<file path="src/rtl/multi_tick_generator_if.sv">
// Control and status bundle for multi_tick_generator: per-channel enables,
// global clear, one-cycle config write port, and the tick/done outputs.
interface multi_tick_generator_if #(
  parameter int NUM_CH = 4,
  parameter int CNT_W  = 32
);
  localparam int CH_W = (NUM_CH > 1) ? $clog2(NUM_CH) : 1;

  logic [NUM_CH-1:0] enable;
  logic              clear;
  logic              cfg_we;
  logic [CH_W-1:0]   cfg_ch;
  logic [CNT_W-1:0]  cfg_div;
  logic              cfg_oneshot;
  logic [NUM_CH-1:0] tick_out;
  logic [NUM_CH-1:0] done;

  modport master (
    output enable, clear, cfg_we, cfg_ch, cfg_div, cfg_oneshot,
    input  tick_out, done
  );

  modport slave (
    input  enable, clear, cfg_we, cfg_ch, cfg_div, cfg_oneshot,
    output tick_out, done
  );
endinterface

</file>
<file path="src/rtl/multi_tick_generator.sv">
// NUM_CH independent tick channels, each with a run-time divisor, a pause
// enable and periodic/one-shot mode. Ticks and done flags are registered.
module multi_tick_generator #(
  parameter int CLK_FREQ  = 100_000_000,
  parameter int TICK_FREQ = 100,
  parameter int NUM_CH    = 4,
  parameter int CNT_W     = 32
) (
  input logic                   clk,
  input logic                   reset_n,
  multi_tick_generator_if.slave bus
);
  localparam int DEFAULT_DIV = CLK_FREQ / TICK_FREQ;
  localparam int CH_W        = (NUM_CH > 1) ? $clog2(NUM_CH) : 1;
  localparam logic [CNT_W-1:0] DEFAULT_DIV_W  = CNT_W'(DEFAULT_DIV);
  localparam logic [CNT_W-1:0] DEFAULT_LOAD_W = (DEFAULT_DIV > 1) ? CNT_W'(DEFAULT_DIV - 1) : '0;

  // Each counter runs down from deff-1 and fires on reaching zero, so the
  // terminal compare is a constant and a divisor of 0 or 1 reloads to zero.
  logic [CNT_W-1:0]  cnt_q [NUM_CH];
  logic [CNT_W-1:0]  cnt_d [NUM_CH];
  logic [CNT_W-1:0]  div_q [NUM_CH];
  logic [CNT_W-1:0]  div_d [NUM_CH];
  logic [NUM_CH-1:0] oneshot_q, oneshot_d;
  logic [NUM_CH-1:0] done_q, done_d;
  logic [NUM_CH-1:0] tick_q, tick_d;
  logic [NUM_CH-1:0] wr_hit;

  function automatic logic [CNT_W-1:0] reload_of(input logic [CNT_W-1:0] div);
    return (div == '0) ? '0 : div - CNT_W'(1);
  endfunction

  always_comb begin
    wr_hit = '0;
    for (int ch = 0; ch < NUM_CH; ch++) begin
      wr_hit[ch] = bus.cfg_we && (bus.cfg_ch == CH_W'(ch));
    end
  end

  always_comb begin
    cnt_d     = cnt_q;
    div_d     = div_q;
    oneshot_d = oneshot_q;
    done_d    = done_q;
    tick_d    = '0;
    for (int ch = 0; ch < NUM_CH; ch++) begin
      if (wr_hit[ch]) begin
        div_d[ch]     = bus.cfg_div;
        oneshot_d[ch] = bus.cfg_oneshot;
      end
      if (bus.clear || wr_hit[ch]) begin
        cnt_d[ch]  = reload_of(wr_hit[ch] ? bus.cfg_div : div_q[ch]);
        done_d[ch] = 1'b0;
      end else if (bus.enable[ch] && !done_q[ch]) begin
        if (cnt_q[ch] == '0) begin
          cnt_d[ch]  = reload_of(div_q[ch]);
          tick_d[ch] = 1'b1;
          if (oneshot_q[ch]) begin
            done_d[ch] = 1'b1;
          end
        end else begin
          cnt_d[ch] = cnt_q[ch] - CNT_W'(1);
        end
      end
    end
  end

  always_ff @(posedge clk or negedge reset_n) begin
    if (!reset_n) begin
      for (int ch = 0; ch < NUM_CH; ch++) begin
        cnt_q[ch] <= DEFAULT_LOAD_W;
        div_q[ch] <= DEFAULT_DIV_W;
      end
      oneshot_q <= '0;
      done_q    <= '0;
      tick_q    <= '0;
    end else begin
      cnt_q     <= cnt_d;
      div_q     <= div_d;
      oneshot_q <= oneshot_d;
      done_q    <= done_d;
      tick_q    <= tick_d;
    end
  end

  assign bus.tick_out = tick_q;
  assign bus.done     = done_q;
endmodule

</file>
<file path="src/flat_wrapper.sv">
// flat-port wrapper written by rule: the top's interface ports become plain ports
module multi_tick_generator_flat 
#(
  parameter int CLK_FREQ  = 100_000_000,
  parameter int TICK_FREQ = 100,
  parameter int NUM_CH    = 4,
  parameter int CNT_W     = 32
)
  (clk, reset_n, bus_enable, bus_clear, bus_cfg_we, bus_cfg_ch, bus_cfg_div, bus_cfg_oneshot, bus_tick_out, bus_done);
  multi_tick_generator_if #(.NUM_CH(NUM_CH), .CNT_W(CNT_W)) bus_i ();
  input logic clk;
  input logic reset_n;
  input wire logic [$bits(bus_i.enable)-1:0] bus_enable;
  input wire logic [$bits(bus_i.clear)-1:0] bus_clear;
  input wire logic [$bits(bus_i.cfg_we)-1:0] bus_cfg_we;
  input wire logic [$bits(bus_i.cfg_ch)-1:0] bus_cfg_ch;
  input wire logic [$bits(bus_i.cfg_div)-1:0] bus_cfg_div;
  input wire logic [$bits(bus_i.cfg_oneshot)-1:0] bus_cfg_oneshot;
  output wire logic [$bits(bus_i.tick_out)-1:0] bus_tick_out;
  output wire logic [$bits(bus_i.done)-1:0] bus_done;
  assign bus_i.enable = bus_enable;
  assign bus_i.clear = bus_clear;
  assign bus_i.cfg_we = bus_cfg_we;
  assign bus_i.cfg_ch = bus_cfg_ch;
  assign bus_i.cfg_div = bus_cfg_div;
  assign bus_i.cfg_oneshot = bus_cfg_oneshot;
  assign bus_tick_out = bus_i.tick_out;
  assign bus_done = bus_i.done;
  multi_tick_generator #(.CLK_FREQ(CLK_FREQ), .TICK_FREQ(TICK_FREQ), .NUM_CH(NUM_CH), .CNT_W(CNT_W)) u_core (.clk(clk), .reset_n(reset_n), .bus(bus_i));
endmodule
</file>
<file path="config.mk">
export PLATFORM = sky130hd
export DESIGN_NAME = multi_tick_generator_flat
export DESIGN_NICKNAME = d
export VERILOG_FILES = /design/src/rtl/multi_tick_generator_if.sv /design/src/rtl/multi_tick_generator.sv /design/src/flat_wrapper.sv
export SDC_FILE = /design/constraint.sdc
export NUM_CORES = 1
export LEC_CHECK = 0
export BUFFER_PORTS_ARGS = -buffer_cell sky130_fd_sc_hd__buf_2
export CAP_MARGIN = 40
export CORE_AREA = 8 8 258 198
export CTS_CLUSTER_SIZE = 30
export DETAILED_ROUTE_END_ITERATION = 10
export DIE_AREA = 0 0 266 206
export SLEW_MARGIN = 30
export SYNTH_ARGS = -nofsm -noshare
export SYNTH_HDL_FRONTEND = slang
export SYNTH_SLANG_ARGS = --single-unit
</file>
<file path="constraint.sdc">
create_clock -name clk -period 2.8 [get_ports clk]
set_clock_uncertainty 0.1 [all_clocks]
set_input_delay 0.14 -clock clk [delete_from_list [all_inputs] [get_ports clk]]
set_output_delay 0.14 -clock clk [all_outputs]
set_load 0.1 [all_outputs]
</file>
=== Yosys cells after proc, flatten, opt, wreduce, memory -nomap -nowiden ===
Cells that the tools add are included.
W data, S select, Z words.

* Input port bits: 43
* Flip-flop bits (word level): 268
* Output and inout port bits: 8
* Logic and storage cells: 129

* Reduce and logical (&&, ||, !) cells: 45
* Equal/unequal tests: 3
* $add $sub $neg: 12
* Muxes and demuxes: 52

{| class="wikitable"
|+ Operators with widths
! kind !! number
|-
| $mux W32 || 24
|-
| $logic_not A32 Y1 || 12
|-
| $sub A32 B1 Y32 const B || 12
|-
| $mux W1 || 28
|-
| $reduce_bool A2 Y1 || 12
|-
| $reduce_and A3 Y1 || 4
|-
| $logic_and A1 B1 Y1 || 8
|-
| $eq A2 B2 Y1 const B || 2
|-
| $logic_not A1 Y1 || 4
|-
| $logic_or A1 B1 Y1 || 4
|-
| $eq A2 B1 Y1 const B || 1
|-
| $logic_not A2 Y1 || 1
|}

=== Depth between registers and ports, before layout ===
Gate-level depths: netlist of the first run.

* Word-level depth: 6
* Gate-level depth with buffers: 17
* Depth with buffers taken out: 11

=== Least setup slack after synthesis of the first run ===
No wires, ideal clock.

* Path type: input-to-reg
* Start point: input bus_cfg_ch[1]
* End point: register u_core.cnt_q[116] (netlist bit)
* Path buffers: 6
* Data arrival time: 3,762 ps
* Required time: 2,573 ps
* Path slack: -1,189 ps
* Setup time: 127 ps
* Cell stages on the path: 17
* Cells stage by stage: clkbuf_1 -> nor3b_1 -> clkbuf_1 -> clkbuf_1 -> clkbuf_1 -> nor2_1 -> a21oi_1 -> ha_1 -> or3b_2 -> nor4_1 -> o21ai_1 -> nor3_4 -> a21oi_1 -> buf_2 -> buf_2 -> a21oi_1 -> o31ai_1

* Word-level cells in the longest chain between the ends: 6
* Elaborated cells between the ends (all ways): 9
* Those cells by class: add/sub: 1; mux: 3; reduce/logical: 5

{| class="wikitable"
|+ RTL lines
! element !! line !! RTL
|-
| start: declaration || flat_wrapper.sv:16 || <nowiki>input wire logic [$bits(bus_i.cfg_ch)-1:0] bus_cfg_ch;</nowiki>
|-
| $logic_not A2 Y1 * || multi_tick_generator.sv:36 || <nowiki>wr_hit[ch] = bus.cfg_we && (bus.cfg_ch == CH_W'(ch));</nowiki>
|-
| $logic_and A1 B1 Y1 * || multi_tick_generator.sv:36 ||
|-
| $mux W32 || - ||
|-
| $sub A32 B1 Y32 or $logic_not A32 Y1 (tied branches) || multi_tick_generator.sv:30 || <nowiki>return (div == '0) ? '0 : div - CNT_W'(1);</nowiki>
|-
| $mux W32 || multi_tick_generator.sv:30 ||
|-
| $mux W32 || multi_tick_generator.sv:51 || <nowiki>if (bus.clear || wr_hit[ch]) begin</nowiki>
|-
| end signal: assignment || multi_tick_generator.sv:78 || <nowiki>cnt_q <= cnt_d;</nowiki>
|-
| end: declaration || multi_tick_generator.sv:20 || <nowiki>logic [CNT_W-1:0] cnt_q [NUM_CH];</nowiki>
|}

Mark *: on every way between the ends. The rest lies on a longest branch, timed or not.
A chain may end at the register's enable or synchronous reset.

=== Worst setup path in the final report of the first run ===
* Start point: register u_core.cnt_q[80] (netlist bit)
* End point: register u_core.cnt_q[81] (netlist bit)

* Word-level cells in the longest chain between the ends: 4
* Elaborated cells between the ends (all ways): 5
* Those cells by class: add/sub: 1; mux: 3; reduce/logical: 1

{| class="wikitable"
|+ RTL lines
! element !! line !! RTL
|-
| $sub A32 B1 Y32 or $logic_not A32 Y1 (tied branches) || multi_tick_generator.sv:62, multi_tick_generator.sv:55 ||
|-
| $mux W32 * || multi_tick_generator.sv:55 || <nowiki>if (cnt_q[ch] == '0) begin</nowiki>
|-
| $mux W32 * || multi_tick_generator.sv:54 || <nowiki>end else if (bus.enable[ch] && !done_q[ch]) begin</nowiki>
|-
| $mux W32 * || multi_tick_generator.sv:51 ||
|}

Mark *: on every way between the ends. The rest lies on a longest branch, timed or not. The select of a mux whose other input is x is not followed.

==> reports/results.txt, run 1 <==
status - finished, violations left
failing checks - setup timing
Die Wd - 266 µm
cell internal pwr - 9.38 mW
layout cells sized above 1 - 24.5%
power density cells - 572 mW/mm²
period utilisation layout - 102%
Syn-to-layout area delta - 27.7%
Final Hold Viols - 0
syn nets - 2,766
WL per Instance - 23.1 µm
Mapped Avg Cell Area - 7.70 µm²
Worst-Skew Late Latency - 610 ps
Slew Limit Fails - 0
sequential share of the synthesized area - 32.7%
CP Buf/Inv Count - 2
CTS Root Cell - clkbuf_16
final setup violation count - 11
total gr overflow - 0
RSZ-0062 raised after global routing - yes
leakage power - 11.0 nW
detailed placer's ending HPWL - 65,200 µm
maximum clock rate - 0.349 GHz
synthesis warning total - 0
uppermost layer routed - met4
via density per instance - 6.20
Clock power frac - 27.3%
Vias - 23,100
CTS tree - built
hold path cells - 5
worst-path cell chain - or4_4 -> or4_4 -> nor4_4 -> buf_4 -> buf_6 -> nor2_4 -> a22oi_2 -> nor2_1 -> a311o_1
core area - 0.0468 mm²
Worst Path Max Fanout - 6
post-layout util - 56.8%
number of CTS-inserted buffers - 31
CP delay by family, top - simple AND/OR/NAND/NOR gates
Top Ports - 51
# diodes - 0
Hold Path Sink - u_core.cnt_q[89]
Residual DRC - 0
CP max stage delay - 550 ps
worst vdd ir - 0.516 mV
Final WS setup - -65.9 ps
M1 WL - 37,600 µm
EDFF count, synth - 0
Worst path slowest cell - or4_4
first-pass GRT wire length - 131,000 µm
main flop type after synthesis - dfrtp_1
Netlist Area Pre-Place - 0.0208 mm²
worst slew pin tran - 808 ps
R2R Path Start - u_core.cnt_q[80]
Layout Nets - 3,122
Synth Register Bits - 268
post-layout min period - 2870 ps
Min Hold Slack - 53.1 ps
H-tree levels - 1
crit path DAT - 3290 ps
Worst-path clk slew - 60 ps
CP Capture Type - register
sequential power share - 37.0%
Startpoint Class - register
Reg2Reg Depth - 9
switching share of power - 38.3%
row cnt - 69
met3 wire length - 8320 µm
Net Switching - 5.83 mW
fraction of registers with async set/reset - 100%
Final Cell Area - 0.0266 mm²
Worst Hold Class - in -> reg
largest net degree at the start of global routing - 79
worst hold start - bus_enable[1]
commonest non-fill, non-tap cell in the layout - nand2_1
1st-pass router iterations - 8
FF-to-FF End - u_core.cnt_q[81]
Clock Path Buffers - 3
die area - 0.0548 mm²
die outline height - 206 µm
number of global-route vias before repair - 22,100
Total GRT Usage - 30.4%
DR iter-0 viols - 2,783
post-route ant nets - 0
critical path type - reg -> reg
Port Buf Inserts - 50
Starting Density - 44.5%
initial antenna violation count - 1
Mapped Cells - 2,703
worst rel slew slack - 46.0%
clk sinks - 268
dpl cell area - 0.0245 mm²
Synth cell types - 81
Comb pwr share - 35.7%
Routed met2 length - 37,400 µm
Required @ worst endpoint - 3230 ps
CP most frequent cell - or4_4
max_cap viols - 0
RD Place Congestion - 0.974
WL final - 86,000 µm
reg-to-reg slack, setup - -70 ps
commonest non-fill, non-tap cells in the layout - nand2_1 (422), buf_4 (381), nor2_1 (230)
==> repair_timing <==
action,CTS,global route
hold buffers,36,0
pin swaps,5,49
gates resized for setup,12,151
buffers inserted,1,10
endpoints found under the setup margin,52,109
cloned,0,2
hold endpoints to repair,237,0
==> layer usage <==
layer	global-route usage [%]	vias up
met3	5.29	178
met4	8.35	0
met1	43.5	11300
li1	-	10400
met5	0	-
met2	47.0	1186
==> power groups by stage <==
| stage | combinational (mW) | clock, mW | sequential [mW] |
|---|---|---|---|
| finish | 5.43 | 4.15 | 5.62 |
| floorplan | 3.04 | 0 | 5.41 |
| CTS | 5.19 | 4.19 | 5.55 |
| global route | 5.85 | 4.33 | 5.71 |
| global placement | 5.04 | 0 | 5.59 |
| detailed placement | 5.10 | 0 | 5.60 |
==> logic make-up after synthesis <==
logic type	after synthesis	share of synthesized area, %
AOI/OAI and AO/OA	582	17.5
muxes	59	2.86
adders and majority gates	20	1.20
DFF	268	32.7
and+or+nand+nor	1283	30.5
buffers and inverters	235	4.45
xor gates and xnor gates	256	10.8
==> per-stage QoR <==
| step | setup TNS (ps) | worst slack, ps | cells | power [mW] |
|---|---|---|---|---|
| final | -354 | -65.9 | 3722 | 15.2 |
| after global placement | -4460 | -183 | 3616 | 10.6 |
| after CTS | -14.8 | -8.28 | 3710 | 14.9 |
| after global routing | -3720 | -138 | 3722 | 15.9 |
| after floorplan | -12840 | -519 | 2703 | 8.46 |
| after detailed placement | -6950 | -226 | 3616 | 10.7 |
==> synthesized netlist by cell type, types with 76 or more instances <==
cell type  instances  share of area [%]
dfrtp_1          192                 23
dfstp_2           76                9.6
o21ai_0          176                4.2
clkbuf_1         132                2.4
nand2_1          430                7.8
nor4_1           103                3.1
nor2_1           246                4.4
a21oi_1          139                3.3
xor2_1           106                4.5
nand3_1           86                2.1
nor3_1           141                3.4
xnor2_1          150                6.3
==> state kept, by name (all words and copies together) (netlist names) <==
name and cells:
u_core.cnt_q 128, u_core.div_q 128, u_core.bus.done 4, u_core.bus.tick_out 4
u_core.oneshot_q 4
==> worst max-delay path by stage <==
stage	from	to	cells after the start
floorplan	bus_cfg_ch[0]	u_core.cnt_q[126]	15
global placement	bus_cfg_we	u_core.cnt_q[101]	13
detailed placement	bus_cfg_we	u_core.cnt_q[102]	13
CTS	u_core.cnt_q[70]	u_core.cnt_q[94]	8
global route	u_core.div_q[96]	u_core.cnt_q[101]	11
finish	u_core.cnt_q[80]	u_core.cnt_q[81]	9
==> worst reg2reg max path, stage by stage (launching register included) <==
cell and delay [ps]:
dfstp_2 370, or4_4 550, or4_4 540, nor4_4 340, buf_4 200, buf_6 140, nor2_4 50, a22oi_2 140
nor2_1 70, a311o_1 290
==> cell type report <==
type	instances	area, µm²
Clock buffer	48	880
Multi-Input combinational cell	2200	13800
Timing Repair Buffer	497	3930
Tap cell	639	800
Inverter	61	229
Fill cell	4438	20200
Clock inverter	9	98.8
Sequential cell	268	6800
(Power assumes the default switching activity.)
==> inputs of run 2 (changes only) <==
Clock period 2.8 ns to 3.45 ns, I/O delays scaled along.
==> run 2 against run 1 <==
Against the previous run: the run now ends clean; worst setup slack better by 340 ps; first-iteration DRC count grew 5.5%; worst hold slack lost 31 ps; clock power decreased by 8.0%; count of clock-buffer cells in the layout is 5 higher; routed wire length shrank 2.6%; largest cell class unchanged; largest power group unchanged; highest routed layer is now met5.
==> reports/results.txt, run 2 (synthesized netlist as in run 1, its figures left out) <==
Net Switching - 4.63 mW (-20%)
dpl cell area - 0.0226 mm² (-8.1%)
CP Buf/Inv Count - 1 (-1)
worst rel slew slack - 39.7% (-6.3 points)
CP max stage delay - 580 ps (+30 ps)
worst hold start - bus_enable[3]
Worst Path Max Fanout - 13 (+7)
Worst-path clk slew - 60 ps (about the same)
commonest non-fill, non-tap cell in the layout - nand2_1
RD Place Congestion - 0.966 (-0.79%)
number of CTS-inserted buffers - 35 (+13%)
period utilisation layout - 92.1% (-10 points)
status - finished clean
post-layout min period - 3180 ps (+310 ps)
Required @ worst endpoint - 3760 ps (+530 ps)
Resize count post-CTS - 0 (-12)
Clock Path Buffers - 3 (unchanged)
maximum clock rate - 0.315 GHz (-9.8%)
hold path cells - 3 (-2)
max_cap viols - 0 (unchanged)
number of global-route vias before repair - 20,700 (-6.2%)
die outline height - 206 µm (unchanged)
commonest non-fill, non-tap cells in the layout - nand2_1 (430), nor2_1 (242), dfrtp_1 (192)
worst-path cell chain - or4_4 -> or4_4 -> nor4_4 -> buf_4 -> nand2b_1 -> o21ai_0 -> a22oi_1 -> o21ai_0
Layout Nets - 2,864 (-8.3%)
Worst-Skew Late Latency - 560 ps (-50 ps)
crit path DAT - 3490 ps (+200 ps)
CP delay by family, top - simple AND/OR/NAND/NOR gates
Syn-to-layout area delta - 15.0%
switching share of power - 38.2% (-0.17 points)
detailed placer's ending HPWL - 62,000 µm (-5.0%)
initial antenna violation count - 5 (+4)
Final Cell Area - 0.0239 mm² (-10%)
Slew Limit Fails - 0 (unchanged)
RSZ-0062 raised after global routing - no
critical path type - reg -> reg
DR iter-0 viols - 2,935 (+5.5%)
Clock power frac - 31.4% (+4.1 points)
Comb pwr share - 29.8% (-5.9 points)
1st-pass router iterations - 6 (-2)
clk sinks - 268 (unchanged)
Worst Hold Class - in -> reg
via density per instance - 6.31 (+1.8%)
Setup TNS Final - 0 ps (+354 ps)
Reg2Reg Depth - 8 (-1)
CP Capture Type - register
first-pass GRT wire length - 128,000 µm (-2.7%)
Vias - 21,900 (-5.2%)
cell internal pwr - 7.51 mW (-20%)
leakage power - 9.57 nW (-13%)
R2R Path Start - u_core.cnt_q[67]
CTS Root Cell - clkbuf_16
CTS tree - built
core area - 0.0468 mm² (unchanged)
post-route ant nets - 0 (unchanged)
reg-to-reg slack, setup - 270 ps (+340 ps)
Port Buf Inserts - 50 (unchanged)
Worst path slowest cell - or4_4
Top Ports - 51 (unchanged)
WL per Instance - 24.2 µm (+4.6%)
WL final - 83,700 µm (-2.6%)
Total GRT Usage - 29.8% (-0.65 points)
worst vdd ir - 0.424 mV (-18%)
Final Hold Viols - 0 (unchanged)
FF-to-FF End - u_core.cnt_q[70]
largest net degree at the start of global routing - 87 (+10%)
total gr overflow - 0 (unchanged)
power density cells - 508 mW/mm² (-11%)
row cnt - 69 (unchanged)
Startpoint Class - register
Die Wd - 266 µm (unchanged)
die area - 0.0548 mm² (unchanged)
Residual DRC - 0 (unchanged)
sequential power share - 38.8% (+1.8 points)
Starting Density - 44.5% (unchanged)
H-tree levels - 2 (+1)
worst slew pin tran - 896 ps (+87.7 ps)
final setup violation count - 0 (-11)
Hold Path Sink - u_core.bus.tick_out[3]
Regs by FF count - u_core.cnt_q (128), u_core.div_q (128)
layout cells sized above 1 - 13.9% (-11 points)
[run 2: final cells by class]
cell class / count / area [µm²]
sequential: 268 / 6800
clock buffer: 53 / 1060
antenna: 1 / 2.50
clock inverter: 9 / 98.8
fill: 4593 / 22900
timing repair buffer: 235 / 1770
multi-input combinational: 2200 / 13200
tap: 639 / 800
inverter: 61 / 229
[run 2: worst max path at each step]
stage	start	depth (start not counted)	to	slack, ps
floorplan	bus_cfg_ch[1]	15	u_core.cnt_q[81]	10
global placement	bus_cfg_div[22]	8	u_core.cnt_q[23]	70
detailed placement	bus_cfg_div[22]	8	u_core.cnt_q[23]	90
CTS	u_core.cnt_q[79]	8	u_core.cnt_q[70]	280
global route	u_core.cnt_q[79]	8	u_core.cnt_q[70]	140
finish	u_core.cnt_q[67]	8	u_core.cnt_q[70]	270
[run 2: power groups by stage]
stage | Clock [mW] | Sequential, mW | Combinational [mW]
finish | 3.82 | 4.71 | 3.62
detailed placement | 0 | 4.71 | 3.50
global route | 3.97 | 4.79 | 3.92
global placement | 0 | 4.69 | 3.46
floorplan | 0 | 4.39 | 2.42
CTS | 3.86 | 4.66 | 3.54
[run 2: metrics by stage]
step | power, mW | setup slack (ps) | hold slack [ps] | util [%] | std cells
after CTS | 12.1 | 278 | 3.03 | 51.1 | 3464
after detailed placement | 8.21 | 86.2 | 149 | 48.2 | 3381
after global placement | 8.15 | 74.0 | 146 | 48.2 | 3381
final | 12.1 | 274 | 22.4 | 51.1 | 3466
after global routing | 12.7 | 139 | 24.5 | 51.1 | 3465
after floorplan | 6.81 | 15.0 | -223 | - | 2703
[run 2: worst register-to-register path, delay by kind of cell (launching register included)]
kind | cells | cell delay (ps)
and+or+nand+nor | 4 | 1820
AOI/OAI and AO/OA | 3 | 440
DFF | 1 | 400
buffers and inverters | 1 | 270
[run 2: routing by layer]
metal / global-route usage, % / wire length, µm / up-vias
li1: - / - / 9919
met5: 0 / 45 / -
met3: 8.69 / 9940 / 158
met1: 43.4 / 37200 / 10600
met4: 8.10 / 2350 / 6
met2: 42.3 / 34200 / 1209
[run 2: timing repair]
item,4_1_cts,5_1_grt
setup buffers,0,0
hold endpoints to repair,115,0
hold buffers,21,0
==> inputs of run 3 (changes only) <==
Clock period 3.45 ns to 3.75 ns, I/O delays scaled along.
==> run 3 against run 2 <==
Against the previous run: sequential share of layout area grew 0.40 points; critical path depth grew 5; via count shrank 0.27%; first-iteration DRC count shrank 5.2%; routed wire length shrank 1.1%; register-to-register slack gained 120 ps; design area shrank 1.4%; critical path type is now in -> reg; critical endpoint is now u_core.cnt_q[30].
==> reports/results.txt, run 3 (synthesized netlist as in run 1, its figures left out) <==
Total Power - 11.3 mW (-6.9%)
CP delay by family, top - simple AND/OR/NAND/NOR gates
H-tree levels - 2 (unchanged)
number of CTS-inserted buffers - 34 (-2.9%)
Worst Hold Class - in -> reg
worst-path cell chain - dlygate4sd3_1 -> buf_2 -> and3_2 -> nor2_1 -> a21oi_1 -> ha_1 -> nand2b_1 -> or4_1 -> a2bb2oi_1 -> nand4_1 -> nor4_1 -> xnor2_1 -> o22ai_1
maximum clock rate - 0.293 GHz
row cnt - 69 (unchanged)
die outline height - 206 µm (unchanged)
first-pass GRT wire length - 125,000 µm (-2.0%)
Worst path slowest cell - dlygate4sd3_1
core area - 0.0468 mm² (unchanged)
Setup TNS Final - 0 ps (unchanged)
CTS Root Cell - clkbuf_16
Starting Density - 44.5% (unchanged)
Layout fillers - 4,643 (+1.1%)
FF-to-FF End - u_core.cnt_q[70]
worst slew pin tran - 917 ps (+21.4 ps)
worst rel slew slack - 38.8% (-0.87 points)
Port Buf Inserts - 50 (unchanged)
Worst-Skew Late Latency - 550 ps (about the same)
R2R Path Start - u_core.cnt_q[79]
crit path DAT - 3710 ps (+220 ps)
max_cap viols - 0 (unchanged)
1st-pass router iterations - 6 (unchanged)
Regs by FF count - u_core.cnt_q (128), u_core.div_q (128)
RSZ-0062 raised after global routing - no
Layout Nets - 2,810 (-1.9%)
number of global-route vias before repair - 20,300 (-1.8%)
Reg2Reg Depth - 8 (unchanged)
CP max stage delay - 520 ps (-60 ps)
hold path cells - 4 (+1)
worst vdd ir - 0.328 mV (-23%)
largest net degree at the start of global routing - 103 (+18%)
period utilisation layout - 90.9%
die area - 0.0548 mm² (unchanged)
WL final - 82,800 µm (-1.1%)
CP Buf/Inv Count - 2 (+1)
# diodes - 0 (-1)
Worst Path Max Fanout - 14 (+1)
Total GRT Usage - 29.3% (-0.48 points)
Die Wd - 266 µm (unchanged)
CTS tree - built
Syn-to-layout area delta - 13.4%
Post-CTS Setup Bufs - 0 (unchanged)
WL per Instance - 24.3 µm (+0.44%)
detailed placer's ending HPWL - 60,500 µm (-2.3%)
Hold Path Sink - u_core.cnt_q[1]
post-layout min period - 3410 ps
DR iter-0 viols - 2,783 (-5.2%)
final setup violation count - 0 (unchanged)
Residual DRC - 0 (unchanged)
initial antenna violation count - 3 (-2)
RD Place Congestion - 0.968 (+0.18%)
reg-to-reg slack, setup - 390 ps (+120 ps)
Required @ worst endpoint - 4050 ps (+290 ps)
Vias - 21,800 (-0.27%)
power density cells - 479 mW/mm² (-5.6%)
CP Capture Type - register
total gr overflow - 0 (unchanged)
layout cells sized above 1 - 12.1% (-1.9 points)
Clock Path Buffers - 3 (unchanged)
Final Hold Viols - 0 (unchanged)
Slew Limit Fails - 0 (unchanged)
commonest non-fill, non-tap cell in the layout - nand2_1
status - finished clean
via density per instance - 6.39 (+1.3%)
clk sinks - 268 (unchanged)
Startpoint Class - input pin
critical path type - in -> reg
leakage power - 9.34 nW (-2.4%)
worst hold start - bus_enable[3]
Top Ports - 51 (unchanged)
post-route ant nets - 0 (unchanged)
commonest non-fill, non-tap cells in the layout - nand2_1 (430), nor2_1 (243), dfrtp_1 (192)
Worst-path clk slew - 60 ps (about the same)
[run 3: metal layers]
layer  part of all wire, %  track usage [%]
met1                    45             42.8
met2                    41             41.8
met3                    12             8.43
met4                   2.5             7.43
met5                 0.013                0
[run 3: layout make-up]
class | instances | area, µm² | share of cell area [%]
multi-input cells | 2200 | 13100 | 55.7
flip-flops and latches | 268 | 6800 | 28.8
repair buffers | 182 | 1390 | 5.88
clock buffers | 50 | 1020 | 4.34
well taps | 639 | 800 | 3.39
inverters | 61 | 229 | 0.970
clock inverters | 12 | 210 | 0.891
[run 3: how the worst max path moves through the flow]
stage | start | to | slack (ps) | cells past startpoint
floorplan | bus_cfg_ch[1] | u_core.cnt_q[116] | 8 | 17
global placement | bus_cfg_we | u_core.cnt_q[104] | 300 | 12
detailed placement | bus_cfg_we | u_core.cnt_q[104] | 190 | 12
CTS | bus_cfg_we | u_core.cnt_q[104] | 210 | 13
global route | bus_cfg_ch[1] | u_core.cnt_q[30] | 100 | 13
finish | bus_cfg_ch[1] | u_core.cnt_q[30] | 340 | 13
[run 3: repair_timing]
| item | in CTS | in global routing |
|---|---|---|
| hold buffers | 24 | 0 |
| gates resized for setup | 0 | 2 |
| hold endpoints to repair | 106 | 0 |
| setup endpoints to repair | 0 | 14 |
[run 3: per-stage QoR]
stage / instances / utilization (%) / setup WS (ps) / hold WS [ps] / area (µm²)
final: 3412 / 50.4 / 342 / 40.1 / 23600
after global routing: 3412 / 50.4 / 100 / 28.7 / 23600
after CTS: 3410 / 50.4 / 205 / 5.43 / 23600
after detailed placement: 3324 / 47.2 / 194 / 204 / 22100
after floorplan: 2703 / - / 8.28 / -208 / 20800
after global placement: 3324 / 47.2 / 297 / 207 / 22100
[run 3: worst min-delay path, delay by kind of cell]
family / cells / cell delay, ps
buffers and inverters: 2 / 320
AOI/OAI and AO/OA: 1 / 110
and+or+nand+nor: 1 / 60
[run 3: power breakdown]
part | total (mW) | switching (mW) | internal (mW)
combinational | 3.21 | 1.98 | 1.23
sequential | 4.35 | 0.818 | 3.54
clock | 3.73 | 1.42 | 2.31
